`src/rtl/mem_arbiter.sv`:
```
// rtl/mem_arbiter.sv - single-port memory arbiter for fetch (I) and load/store (D) ports
//
// Purpose:
//   Grants one transaction at a time to either the fetch or the data port and
//   forwards it to a single-port memory.  D wins ties unless I has been passed
//   over STARVE_MAX consecutive times, in which case I is forced through.
//   Every output is a register; state flow is IDLE -> BUSY_I|BUSY_D -> RESP -> IDLE.
//
// Ports:
//   ma_clk, ma_rst            clock, synchronous active-high reset
//   ma_i_ce                   arbitration enable (gates new grants only)
//   ma_i_req/ma_i_addr        fetch request, held until ma_o_i_ack
//   ma_o_i_ack/ma_o_i_rdata   one-cycle fetch completion and data
//   ma_d_req/we/addr/wdata    data request, held until ma_o_d_ack
//   ma_o_d_ack/ma_o_d_rdata   one-cycle data completion and load data (0 on stores)
//   ma_o_m_req/we/addr/wdata  memory request, held until ma_m_ack
//   ma_m_ack/ma_m_rdata       memory completion and read data
//   ma_o_busy                 high whenever the FSM is not in IDLE

module mem_arbiter #(
  parameter int DWIDTH     = 32,
  parameter int AWIDTH_MEM = 32,
  parameter int STARVE_MAX = 4
) (
  input  logic                  ma_clk,
  input  logic                  ma_rst,
  input  logic                  ma_i_ce,
  input  logic                  ma_i_req,
  input  logic [AWIDTH_MEM-1:0] ma_i_addr,
  output logic                  ma_o_i_ack,
  output logic [DWIDTH-1:0]     ma_o_i_rdata,
  input  logic                  ma_d_req,
  input  logic                  ma_d_we,
  input  logic [AWIDTH_MEM-1:0] ma_d_addr,
  input  logic [DWIDTH-1:0]     ma_d_wdata,
  output logic                  ma_o_d_ack,
  output logic [DWIDTH-1:0]     ma_o_d_rdata,
  output logic                  ma_o_m_req,
  output logic                  ma_o_m_we,
  output logic [AWIDTH_MEM-1:0] ma_o_m_addr,
  output logic [DWIDTH-1:0]     ma_o_m_wdata,
  input  logic                  ma_m_ack,
  input  logic [DWIDTH-1:0]     ma_m_rdata,
  output logic                  ma_o_busy
);

  localparam int CW = $clog2(STARVE_MAX + 1);
  localparam logic [CW-1:0] CNT_MAX = CW'(STARVE_MAX);

  typedef enum logic [1:0] {
    S_IDLE   = 2'd0,
    S_BUSY_I = 2'd1,
    S_BUSY_D = 2'd2,
    S_RESP   = 2'd3
  } state_t;

  state_t                  state, state_nxt;
  logic [CW-1:0]           cnt, cnt_nxt;
  logic                    m_req_nxt, m_we_nxt;
  logic [AWIDTH_MEM-1:0]   m_addr_nxt;
  logic [DWIDTH-1:0]       m_wdata_nxt;
  logic                    i_ack_nxt, d_ack_nxt;
  logic [DWIDTH-1:0]       i_rdata_nxt, d_rdata_nxt;
  logic                    grant_i;

  // I wins when it is alone, or when D has starved it for STARVE_MAX grants.
  assign grant_i = ma_i_req && (!ma_d_req || (cnt == CNT_MAX));

  always_comb begin
    state_nxt   = state;
    cnt_nxt     = cnt;
    m_req_nxt   = ma_o_m_req;
    m_we_nxt    = ma_o_m_we;
    m_addr_nxt  = ma_o_m_addr;
    m_wdata_nxt = ma_o_m_wdata;
    i_ack_nxt   = ma_o_i_ack;
    d_ack_nxt   = ma_o_d_ack;
    i_rdata_nxt = ma_o_i_rdata;
    d_rdata_nxt = ma_o_d_rdata;

    case (state)
      S_IDLE: begin
        if (ma_i_ce && (ma_i_req || ma_d_req)) begin
          m_req_nxt = 1'b1;
          if (grant_i) begin
            state_nxt   = S_BUSY_I;
            m_we_nxt    = 1'b0;
            m_addr_nxt  = ma_i_addr;
            m_wdata_nxt = '0;
            cnt_nxt     = '0;
          end else begin
            state_nxt   = S_BUSY_D;
            m_we_nxt    = ma_d_we;
            m_addr_nxt  = ma_d_addr;
            m_wdata_nxt = ma_d_wdata;
            // Only D grants that bypass a waiting I count toward starvation.
            if (!ma_i_req)
              cnt_nxt = '0;
            else if (cnt != CNT_MAX)
              cnt_nxt = cnt + CW'(1);
          end
        end
      end

      S_BUSY_I: begin
        if (ma_m_ack) begin
          m_req_nxt   = 1'b0;
          m_we_nxt    = 1'b0;
          i_rdata_nxt = ma_m_rdata;
          i_ack_nxt   = 1'b1;
          state_nxt   = S_RESP;
        end
      end

      S_BUSY_D: begin
        if (ma_m_ack) begin
          m_req_nxt   = 1'b0;
          m_we_nxt    = 1'b0;
          d_rdata_nxt = ma_o_m_we ? '0 : ma_m_rdata;
          d_ack_nxt   = 1'b1;
          state_nxt   = S_RESP;
        end
      end

      S_RESP: begin
        i_ack_nxt   = 1'b0;
        d_ack_nxt   = 1'b0;
        i_rdata_nxt = '0;
        d_rdata_nxt = '0;
        state_nxt   = S_IDLE;
      end

      default: state_nxt = S_IDLE;
    endcase
  end

  always_ff @(posedge ma_clk) begin
    if (ma_rst) begin
      state        <= S_IDLE;
      cnt          <= '0;
      ma_o_m_req   <= 1'b0;
      ma_o_m_we    <= 1'b0;
      ma_o_m_addr  <= '0;
      ma_o_m_wdata <= '0;
      ma_o_i_ack   <= 1'b0;
      ma_o_d_ack   <= 1'b0;
      ma_o_i_rdata <= '0;
      ma_o_d_rdata <= '0;
      ma_o_busy    <= 1'b0;
    end else begin
      state        <= state_nxt;
      cnt          <= cnt_nxt;
      ma_o_m_req   <= m_req_nxt;
      ma_o_m_we    <= m_we_nxt;
      ma_o_m_addr  <= m_addr_nxt;
      ma_o_m_wdata <= m_wdata_nxt;
      ma_o_i_ack   <= i_ack_nxt;
      ma_o_d_ack   <= d_ack_nxt;
      ma_o_i_rdata <= i_rdata_nxt;
      ma_o_d_rdata <= d_rdata_nxt;
      // busy follows the state being entered so it stays a plain register.
      ma_o_busy    <= (state_nxt != S_IDLE);
    end
  end

endmodule
```
`config.mk`:
```
export PLATFORM = sky130hd
export DESIGN_NAME = mem_arbiter
export DESIGN_NICKNAME = d
export VERILOG_FILES = /design/src/rtl/mem_arbiter.sv
export SDC_FILE = /design/constraint.sdc
export NUM_CORES = 1
export LEC_CHECK = 0
export ABC_AREA = 1
export CAP_MARGIN = 10
export CORE_ASPECT_RATIO = 1.5
export CORE_MARGIN = 4
export CORE_UTILIZATION = 30
export CTS_BUF_LIST = sky130_fd_sc_hd__clkbuf_8
export DETAILED_ROUTE_END_ITERATION = 8
export PLACE_DENSITY_LB_ADDON = 0.08
export SETUP_SLACK_MARGIN = 0.5
export SLEW_MARGIN = 20
export SYNTH_ARGS = -nofsm -noshare
export SYNTH_HDL_FRONTEND = slang
export SYNTH_SLANG_ARGS = --single-unit
```
`constraint.sdc`:
```
create_clock -name ma_clk -period 2.86 [get_ports ma_clk]
set_input_delay 0.572 -clock ma_clk [delete_from_list [all_inputs] [get_ports ma_clk]]
set_output_delay 0.572 -clock ma_clk [all_outputs]
set_load 0.03 [all_outputs]
```
==> results.json, run 1 <==
{
  "outcome": "finished clean",
  "synth_nets": 887,
  "remaining_drc_errors": 0,
  "drtIter0Drc": 292,
  "multiInputGateArea_sq_um": 2430,
  "syn_to_final_growth_pct": 59.4,
  "hp-class": "reg -> reg",
  "final_cell_count_no_fill": 1262,
  "end_kind": "output port",
  "grt_overflow_total": 0,
  "start_kind": "flip-flop",
  "ys_seq_area_frac": 0.493,
  "pin_count": 268,
  "switching_share": 0.319,
  "track_usage": 0.179,
  "netlist.area_leader.share": 0.493,
  "cts-hold-fix-buffers": 0,
  "reg2reg_depth": 8,
  "post-cts-setup-buffer-count": 0,
  "rsz0062_at_grt": "no",
  "die_area_sq_um": 21000,
  "synth_area_per_cell_sq_um": 7.52,
  "grt_pass1_wl_mm": 29.7,
  "regToRegSetupSlack_ns": 1.08,
  "p_clk_frac": 0.326,
  "critPathTopFamily": "buffers and inverters",
  "ys_ff_latch": 138,
  "crit_buf_inv": 1,
  "synthArstFlopShare": 0,
  "place_hpwl_mm": 13.3,
  "maxCapViolations": 0,
  "synthTopCellsByCount": "nand2_1, dfxtp_1, a21oi_1, inv_1",
  "vias_per_cell": 4.42,
  "core_sq_um": 18500,
  "drt-total-wl_mm": 18.8,
  "gp_congestion": 0.786,
  "antenna_found_initial": 3,
  "drive_gt1_frac": 0.0773,
  "cpMaxStageDelayCell": "clkdlybuf4s50_1",
  "cp_num_cells": 1,
  "intPower_w": 0.00355,
  "yosysWarningCount": 0,
  "dr.pass1.iters": 4,
  "vias": 5576,
  "grt_max_degree": 69,
  "seqCellArea_sq_um": 2760,
  "finalHoldViolations": 0,
  "pwr-share-comb": 0.259,
  "ys_types": 26,
  "cts-htree-levels": 4,
  "die_w_microns": 120,
  "cp.required_ns": 2.29,
  "rows": 61,
  "slowest_delay_ns": 0.71,
  "fin_tns_setup_ns": 0,
  "p_sw_w": 0.00166,
  "fmax_mhz": 473,
  "synth.most_common_cell": "nand2_1",
  "synthesis.area_sq_um": 5610,
  "slew_violations": 0,
  "crit_type": "reg -> out",
  "fin_skew_ns": 0.0124,
  "fillers": 1915,
  "numCtsBuffers": 17,
  "finalCriticalPeriod_ns": 2.12,
  "worst_hold_slack_ns": 0.465,
  "wl_per_cell_microns": 14.9,
  "power_density_nw_per_um2": 583,
  "synth_top_area_cell": "dfxtp_1",
  "fin_nets": 1138,
  "setup_viol": 0,
  "path_max_fanout": 4,
  "yosys-top-cells-area": "dfxtp_1, nand2_1, a21oi_1",
  "finalWorstSetupSlack_ns": 0.744,
  "root_buffer": "clkbuf_8",
  "place_ws_ns": 0.564,
  "ant_nets": 0,
  "worst_pin_slew_ns": 0.769,
  "fin_crit_sh": 0.740,
  "cts_resized": 0,
  "grt_pass1_vias": 5565,
  "clk_path_buf_depth": 2,
  "clk_pin_slew_ns": 0.07,
  "start_util": 0.303,
  "cts.sinks": 138,
  "cp_cell_sequence": "clkdlybuf4s50_1",
  "leakage_nw": 3.56,
  "synth_ff_type": "dfxtp_1",
  "peakVddDrop_uv": 299,
  "worstSkewPairLatency_ns": 0.44,
  "synth_edf_count": 0,
  "die_h_microns": 175,
  "placed_cells": 1229,
  "syn_inst": 745,
  "numPortBuffers": 267,
  "cts_tree": "yes",
  "hold_depth": 2,
  "slew_headroom": 0.487,
  "sequentialPowerShare": 0.415,
  "cp.arrival_ns": 1.54
}
logic make-up (layout without fill, tap and decap cells):
family	after synthesis	count (layout)	share of synthesized area
other	0	1	0
XOR/XNOR	1	1	0.00156
adder cells (fa/ha/maj)	7	7	0.0156
AO/OA/AOI/OAI	178	178	0.183
flip-flops	138	138	0.493
AND/OR/NAND/NOR	323	323	0.233
buffers and inverters	98	362	0.0739
routing by layer:
layer,wire [microns],GRT usage,vias to the layer above,share of wire
met3,1330,0.0648,28,0.071
met4,463,0.0650,4,0.025
met2,9520,0.315,162,0.51
met1,7430,0.198,2481,0.40
li1,-,-,2901,-
met5,33,0,-,0.0018
through the flow:
stage          utilization  cell area [sq um]  total power, W
3_3_place_gp         0.461               8510         0.00357
4_1_cts              0.484               8930         0.00531
2_1_floorplan            -               5610         0.00293
3_5_place_dp         0.461               8510         0.00357
5_1_grt              0.484               8930         0.00550
6_report             0.484               8930         0.00521
cells in the final DEF (no fill, tap or decap):
cell type / Yosys / layout
nand2_1: 232 / 231
diode_2: 0 / 1
nor2_1: 36 / 35
buf_4: 0 / 12
o21ai_0: 39 / 39
o21a_1: 32 / 32
bufinv_16: 0 / 3
nor2_4: 1 / 1
buf_12: 1 / 3
a21oi_2: 10 / 10
inv_6: 0 / 5
o21ai_4: 1 / 1
or2_2: 1 / 1
clkinv_2: 0 / 1
inv_2: 1 / 2
clkinv_4: 0 / 3
ha_1: 7 / 7
o21ai_2: 1 / 1
nand2_2: 11 / 12
clkdlybuf4s50_1: 0 / 266
a21oi_1: 94 / 94
clkinvlp_4: 0 / 3
a21boi_0: 1 / 1
dfxtp_1: 138 / 138
clkbuf_8: 0 / 17
buf_2: 18 / 1
nand3_1: 39 / 39
xor2_1: 1 / 1
nor2_2: 1 / 2
inv_1: 46 / 46
nand4_1: 2 / 2
final timing paths:
kind	endpoint	from
max	ma_o_m_we	ma_o_m_we$_SDFFE_PP0P_
min	ma_o_i_rdata[30]$_SDFFE_PP0P_	ma_o_i_rdata[30]$_SDFFE_PP0P_
max reg2reg	ma_o_d_rdata[11]$_SDFFE_PP0P_	state[1]$_SDFF_PP0_
min reg2reg	ma_o_i_rdata[30]$_SDFFE_PP0P_	ma_o_i_rdata[30]$_SDFFE_PP0P_
registers in the layout, indices dropped and copies added (netlist names):
| signal | cells |
|---|---|
| ma_o_d_rdata | 32 |
| ma_o_m_addr | 32 |
| ma_o_i_ack | 1 |
| cnt | 3 |
| ma_o_m_we | 1 |
| ma_o_d_ack | 1 |
| ma_o_i_rdata | 32 |
| ma_o_m_wdata | 32 |
| ma_o_busy | 1 |
| ma_o_m_req | 1 |
| state | 2 |
layout make-up:
type                            count  area share
Clock buffer                       17      0.0262
Tap cell                          252      0.0353
Timing Repair Buffer              282       0.315
Antenna cell                        1    0.000280
Clock inverter                     15      0.0210
Sequential cell                   138       0.309
Multi-Input combinational cell    509       0.272
Inverter                           48      0.0202
power groups by stage:
stage,Combinational [W],Clock [W],Sequential [W]
final,0.00135,0.00170,0.00216
after global routing,0.00146,0.00185,0.00219
after CTS,0.00137,0.00177,0.00216
after detailed placement,0.00136,0,0.00221
after global placement,0.00137,0,0.00220
after floorplan,0.000426,0,0.00250
Note: power is estimated with default switching activity, not from simulation.
==> run 2: changes to the inputs <==
==> constraint.sdc (replaced) <==
create_clock -name ma_clk -period 1.7 [get_ports ma_clk]
set_input_delay 0.34 -clock ma_clk [delete_from_list [all_inputs] [get_ports ma_clk]]
set_output_delay 0.34 -clock ma_clk [all_outputs]
set_load 0.03 [all_outputs]
==> run 2 against run 1 <==
Final area is 18% higher. Largest cell class unchanged. Highest routed layer is now met4. Setup slack worse by 0.57 ns. Clock skew is 0.0011 ns lower. Critical path type is now reg -> reg. Routed wire length is 12% higher. Register-to-register slack worse by 0.91 ns. Largest power group unchanged. First-iteration DRC count is 26% lower.
==> results.json, run 2 (synthesized netlist as in run 1, its figures left out) <==
{
  "outcome": "finished clean",
  "slowest_delay_ns": 0.39,
  "fin_tns_setup_ns": 0,
  "clk_path_buf_depth": 2,
  "clk_pin_slew_ns": 0.08,
  "numPortBuffers": 267,
  "finalHoldViolations": 0,
  "place_ws_ns": -0.126,
  "worstSkewPairLatency_ns": 0.45,
  "die_h_microns": 175,
  "drtIter0Drc": 217,
  "drive_gt1_frac": 0.451,
  "die_w_microns": 120,
  "dr.pass1.iters": 5,
  "cpMaxStageDelayCell": "dfxtp_4",
  "setup_viol": 0,
  "root_buffer": "clkbuf_8",
  "grt_max_degree": 48,
  "cts.sinks": 138,
  "rows": 61,
  "fin_nets": 1202,
  "syn_to_final_growth_pct": 87.6,
  "cp_cell_sequence": "inv_4 -> ha_4 -> o21ai_4 -> nand2_2 -> nor2_4 -> buf_12 -> clkbuf_16 -> nand2_1 -> a21oi_2",
  "fmax_mhz": 654,
  "drt-total-wl_mm": 21.0,
  "placed_cell_area_sq_um": 8860,
  "ant_nets": 0,
  "fin_skew_ns": 0.0112,
  "remaining_drc_errors": 0,
  "grt_pass1_wl_mm": 29.4,
  "power_density_nw_per_um2": 906,
  "worst_pin_slew_ns": 0.384,
  "core_sq_um": 18500,
  "finalWorstSetupSlack_ns": 0.170,
  "crit_type": "reg -> reg",
  "vias": 5951,
  "die_area_sq_um": 21000,
  "place_hpwl_mm": 13.4,
  "antenna_found_initial": 0,
  "final_cell_mix": "nand2_1, buf_6, dfxtp_2",
  "hp-class": "in -> reg",
  "post-route-util": 0.569,
  "vias_per_cell": 4.49,
  "peakVddDrop_uv": 519,
  "grt_overflow_total": 0,
  "fillers": 1730,
  "antenna-diode-count": 0,
  "wl_per_cell_microns": 15.9,
  "leakage_nw": 4.53,
  "rsz0062_at_grt": "yes",
  "slew_violations": 0,
  "track_usage": 0.177,
  "cts-hold-fix-buffers": 0,
  "slew_headroom": 0.744,
  "grt_pass1_vias": 5511,
  "fin_area_sq_um": 10500,
  "start_kind": "flip-flop",
  "numCtsBuffers": 17,
  "finalCriticalPeriod_ns": 1.53,
  "cp.required_ns": 2.08,
  "start_util": 0.303,
  "fin_crit_sh": 0.900,
  "path_max_fanout": 6,
  "cp.arrival_ns": 1.91,
  "cts_tree": "yes",
  "pin_count": 268,
  "layout_commonest_cell": "nand2_1",
  "cts-htree-levels": 4,
  "maxCapViolations": 0,
  "gp_congestion": 0.752,
  "end_kind": "flip-flop"
}
-- run 2: changes by cell type in the layout (fill, tap and decap cells not counted), sizes merged --
cell	previous run	this run
clkdlybuf4s50	266	132
dlymetal6s2s	0	1
buf	16	199
clkbuf	17	31
clkinv	4	7
diode	1	0
clkinvlp	3	1
inv	53	52
-- run 2: worst max-delay path, delay by kind of cell (launching register included) --
family | cells | cell delay (ns)
flip-flops | 1 | 0.39
AO/OA/AOI/OAI | 2 | 0.26
AND/OR/NAND/NOR | 3 | 0.31
adder cells (fa/ha/maj) | 1 | 0.17
buffers and inverters | 3 | 0.33
-- run 2: area by class of cell --
cell class | count | area, sq um | share of cell area
Clock buffer | 17 | 234 | 0.0222
Clock inverter | 15 | 189 | 0.0180
Inverter | 48 | 190 | 0.0181
Multi-Input combinational cell | 509 | 2750 | 0.262
Sequential cell | 138 | 2940 | 0.280
Tap cell | 252 | 315 | 0.0300
Timing Repair Buffer | 346 | 3890 | 0.370
-- run 2: path summary, 6_finish.rpt --
path                            slack (ns)                       endpoint  cells after the start                         start
worst max-delay path                  0.17  ma_o_d_rdata[21]$_SDFFE_PP0P_                      9           state[0]$_SDFF_PP0_
worst min-delay path                  0.35  ma_o_d_rdata[30]$_SDFFE_PP0P_                      3                        ma_rst
worst max register to register        0.17  ma_o_d_rdata[21]$_SDFFE_PP0P_                      9           state[0]$_SDFF_PP0_
worst min register to register        0.47   ma_o_i_rdata[1]$_SDFFE_PP0P_                      2  ma_o_i_rdata[1]$_SDFFE_PP0P_
-- run 2: per-stage QoR --
stage / instances / power (W) / hold WS [ns]
after floorplan: 745 / 0.00504 / 0.462
after detailed placement: 1243 / 0.00615 / 0.452
final: 1325 / 0.00953 / 0.348
after global routing: 1325 / 0.0100 / 0.333
after global placement: 1243 / 0.00614 / 0.447
after CTS: 1281 / 0.00923 / 0.305
-- run 2: report_power, final --
group / switching, W / leakage (nW) / internal [W]
Sequential: 0.000194 / 1.19 / 0.00356
Clock: 0.00141 / 0.213 / 0.00148
Combinational: 0.00147 / 3.13 / 0.00142
Total: 0.00307 / 4.53 / 0.00645
-- run 2: per-layer routing --
metal  track usage  part of all wire  wire, microns
met5             0                 0              0
met4        0.0607             0.021            443
met3        0.0628             0.066           1390
met2         0.313              0.53          11100
met1         0.196              0.38           8070
-- run 2: repair_timing --
action                     in CTS  in global routing
setup buffers                   6                 27
resized for setup            1023                124
pin swaps                       0                 15
setup endpoints to repair     271                271
gates cloned                    0                 17
==> run 3: changes to the inputs <==
--- a/config.mk
+++ b/config.mk
@@ -14,6 +14,7 @@
 export DETAILED_ROUTE_END_ITERATION = 8
 export PLACE_DENSITY_LB_ADDON = 0.08
 export SETUP_SLACK_MARGIN = 0.5
+export SKIP_CTS_REPAIR_TIMING = 1
 export SLEW_MARGIN = 20
 export SYNTH_ARGS = -nofsm -noshare
 export SYNTH_HDL_FRONTEND = slang
==> run 3 against run 2 <==
Critical path depth did not move. Global-route usage fell by 0.30 points. Sequential share of layout area rose by 1.0 points. Die area did not move. Sequential cell count did not move. Via count fell by 1.8%. Largest cell class unchanged. Combinational power fell by 6.9%. Final area fell by 3.8%.
==> results.json, run 3 (synthesized netlist as in run 1, its figures left out) <==
{
  "outcome": "finished clean",
  "drive_gt1_frac": 0.420,
  "maxCapViolations": 0,
  "placed_cells": 1243,
  "cts_tree": "yes",
  "finalHoldViolations": 0,
  "numCtsBuffers": 17,
  "whs_endpoint": "ma_o_d_rdata[30]$_SDFFE_PP0P_",
  "fin_tns_setup_ns": 0,
  "slew_headroom": 0.750,
  "wl_per_cell_microns": 15.4,
  "dr.pass1.iters": 4,
  "fin_nets": 1185,
  "power_w": 0.00931,
  "cp.arrival_ns": 1.89,
  "peakVddDrop_uv": 480,
  "fillers": 1788,
  "fin_crit_sh": 0.890,
  "hold_start": "ma_rst",
  "remaining_drc_errors": 0,
  "place_hpwl_mm": 13.4,
  "post-route-util": 0.548,
  "cts.sinks": 138,
  "final_cell_mix": "nand2_1, buf_6, clkdlybuf4s50_1",
  "pin_count": 268,
  "rsz0062_at_grt": "yes",
  "ant_nets": 0,
  "start_util": 0.303,
  "end_kind": "flip-flop",
  "clk_pin_slew_ns": 0.08,
  "clk_path_buf_depth": 2,
  "hp-class": "in -> reg",
  "root_buffer": "clkbuf_8",
  "slowest_delay_ns": 0.39,
  "grt_pass1_wl_mm": 28.9,
  "r2r_end": "ma_o_d_rdata[18]$_SDFFE_PP0P_",
  "power_density_nw_per_um2": 920,
  "gp_congestion": 0.752,
  "worstSkewPairLatency_ns": 0.45,
  "vias": 5846,
  "cp_cell_sequence": "inv_4 -> ha_4 -> o21ai_4 -> nand2_2 -> nor2_4 -> buf_12 -> clkbuf_16 -> nand2_1 -> a21oi_1",
  "leakage_nw": 4.33,
  "numPortBuffers": 267,
  "hold_depth": 3,
  "cp.required_ns": 2.07,
  "cpMaxStageDelayCell": "dfxtp_4",
  "vias_per_cell": 4.47,
  "grt_pass1_vias": 5416,
  "cts-htree-levels": 4,
  "grt_overflow_total": 0,
  "setup_viol": 0,
  "syn_to_final_growth_pct": 80.5,
  "die_h_microns": 175,
  "die_area_sq_um": 21000,
  "die_w_microns": 120,
  "layout_commonest_cell": "nand2_1",
  "antenna_found_initial": 0,
  "grt_max_degree": 48,
  "finalCriticalPeriod_ns": 1.51,
  "final_cell_count_no_fill": 1308,
  "start_kind": "flip-flop",
  "worst_pin_slew_ns": 0.376,
  "r2r-start": "state[0]$_SDFF_PP0_",
  "antenna-diode-count": 0,
  "rows": 61,
  "slew_violations": 0,
  "fin_skew_ns": 0.0125,
  "regToRegSetupSlack_ns": 0.19,
  "core_sq_um": 18500,
  "track_usage": 0.174,
  "drtIter0Drc": 263,
  "drt-total-wl_mm": 20.1,
  "path_max_fanout": 6,
  "worst_hold_slack_ns": 0.338,
  "crit_type": "reg -> reg",
  "fmax_mhz": 661,
  "reg2reg_depth": 9
}
-- run 3: how the worst max path moves through the flow --
stage | startpoint | to | slack, ns | cells past startpoint
after global placement | ma_d_req | ma_o_m_wdata[30]$_SDFFE_PP0P_ | -0.1 | 6
after global routing | state[0]$_SDFF_PP0_ | ma_o_d_rdata[18]$_SDFFE_PP0P_ | 0.12 | 9
final | state[0]$_SDFF_PP0_ | ma_o_d_rdata[18]$_SDFFE_PP0P_ | 0.19 | 9
after CTS | ma_o_m_we$_SDFFE_PP0P_ | ma_o_m_we | -0.25 | 1
after detailed placement | ma_i_req | ma_o_m_wdata[27]$_SDFFE_PP0P_ | -0.13 | 6
after floorplan | state[1]$_SDFF_PP0_ | ma_o_d_rdata[23]$_SDFFE_PP0P_ | 0.27 | 9
-- run 3: area by class of cell --
class	count	area, sq um	area share
tap	252	315	0.0312
inverter	48	185	0.0183
sequential	138	2930	0.290
timing repair buffer	329	3610	0.357
multi-input combinational	509	2650	0.262
clock buffer	17	234	0.0231
clock inverter	15	189	0.0187
-- run 3: critical path: cells and delay by family, from the launching register on --
family                     cells  cell delay [ns]
AOI/OAI and AO/OA              2             0.27
adders and majority gates      1             0.17
and+or+nand+nor                3             0.29
buffers and inverters          3             0.32
DFF                            1             0.39
-- run 3: report_power, final --
part,internal (W),switching [W]
Combinational,0.00129,0.00139
Sequential,0.00355,0.000192
Clock,0.00148,0.00140
-- run 3: routing by layer --
metal / vias up / track usage / share of wire
li1: 2984 / - / -
met1: 2660 / 0.195 / 0.39
met2: 178 / 0.308 / 0.53
met3: 24 / 0.0596 / 0.064
met4: 0 / 0.0588 / 0.017
met5: - / 0 / 0
-- run 3: through the flow --
| step | worst slack [ns] | area, sq um |
|---|---|---|
| 4_1_cts | -0.247 | 9280 |
| 3_3_place_gp | -0.0976 | 8860 |
| 2_1_floorplan | 0.273 | 5900 |
| 5_1_grt | 0.120 | 10100 |
| 3_5_place_dp | -0.126 | 8860 |
| 6_report | 0.187 | 10100 |
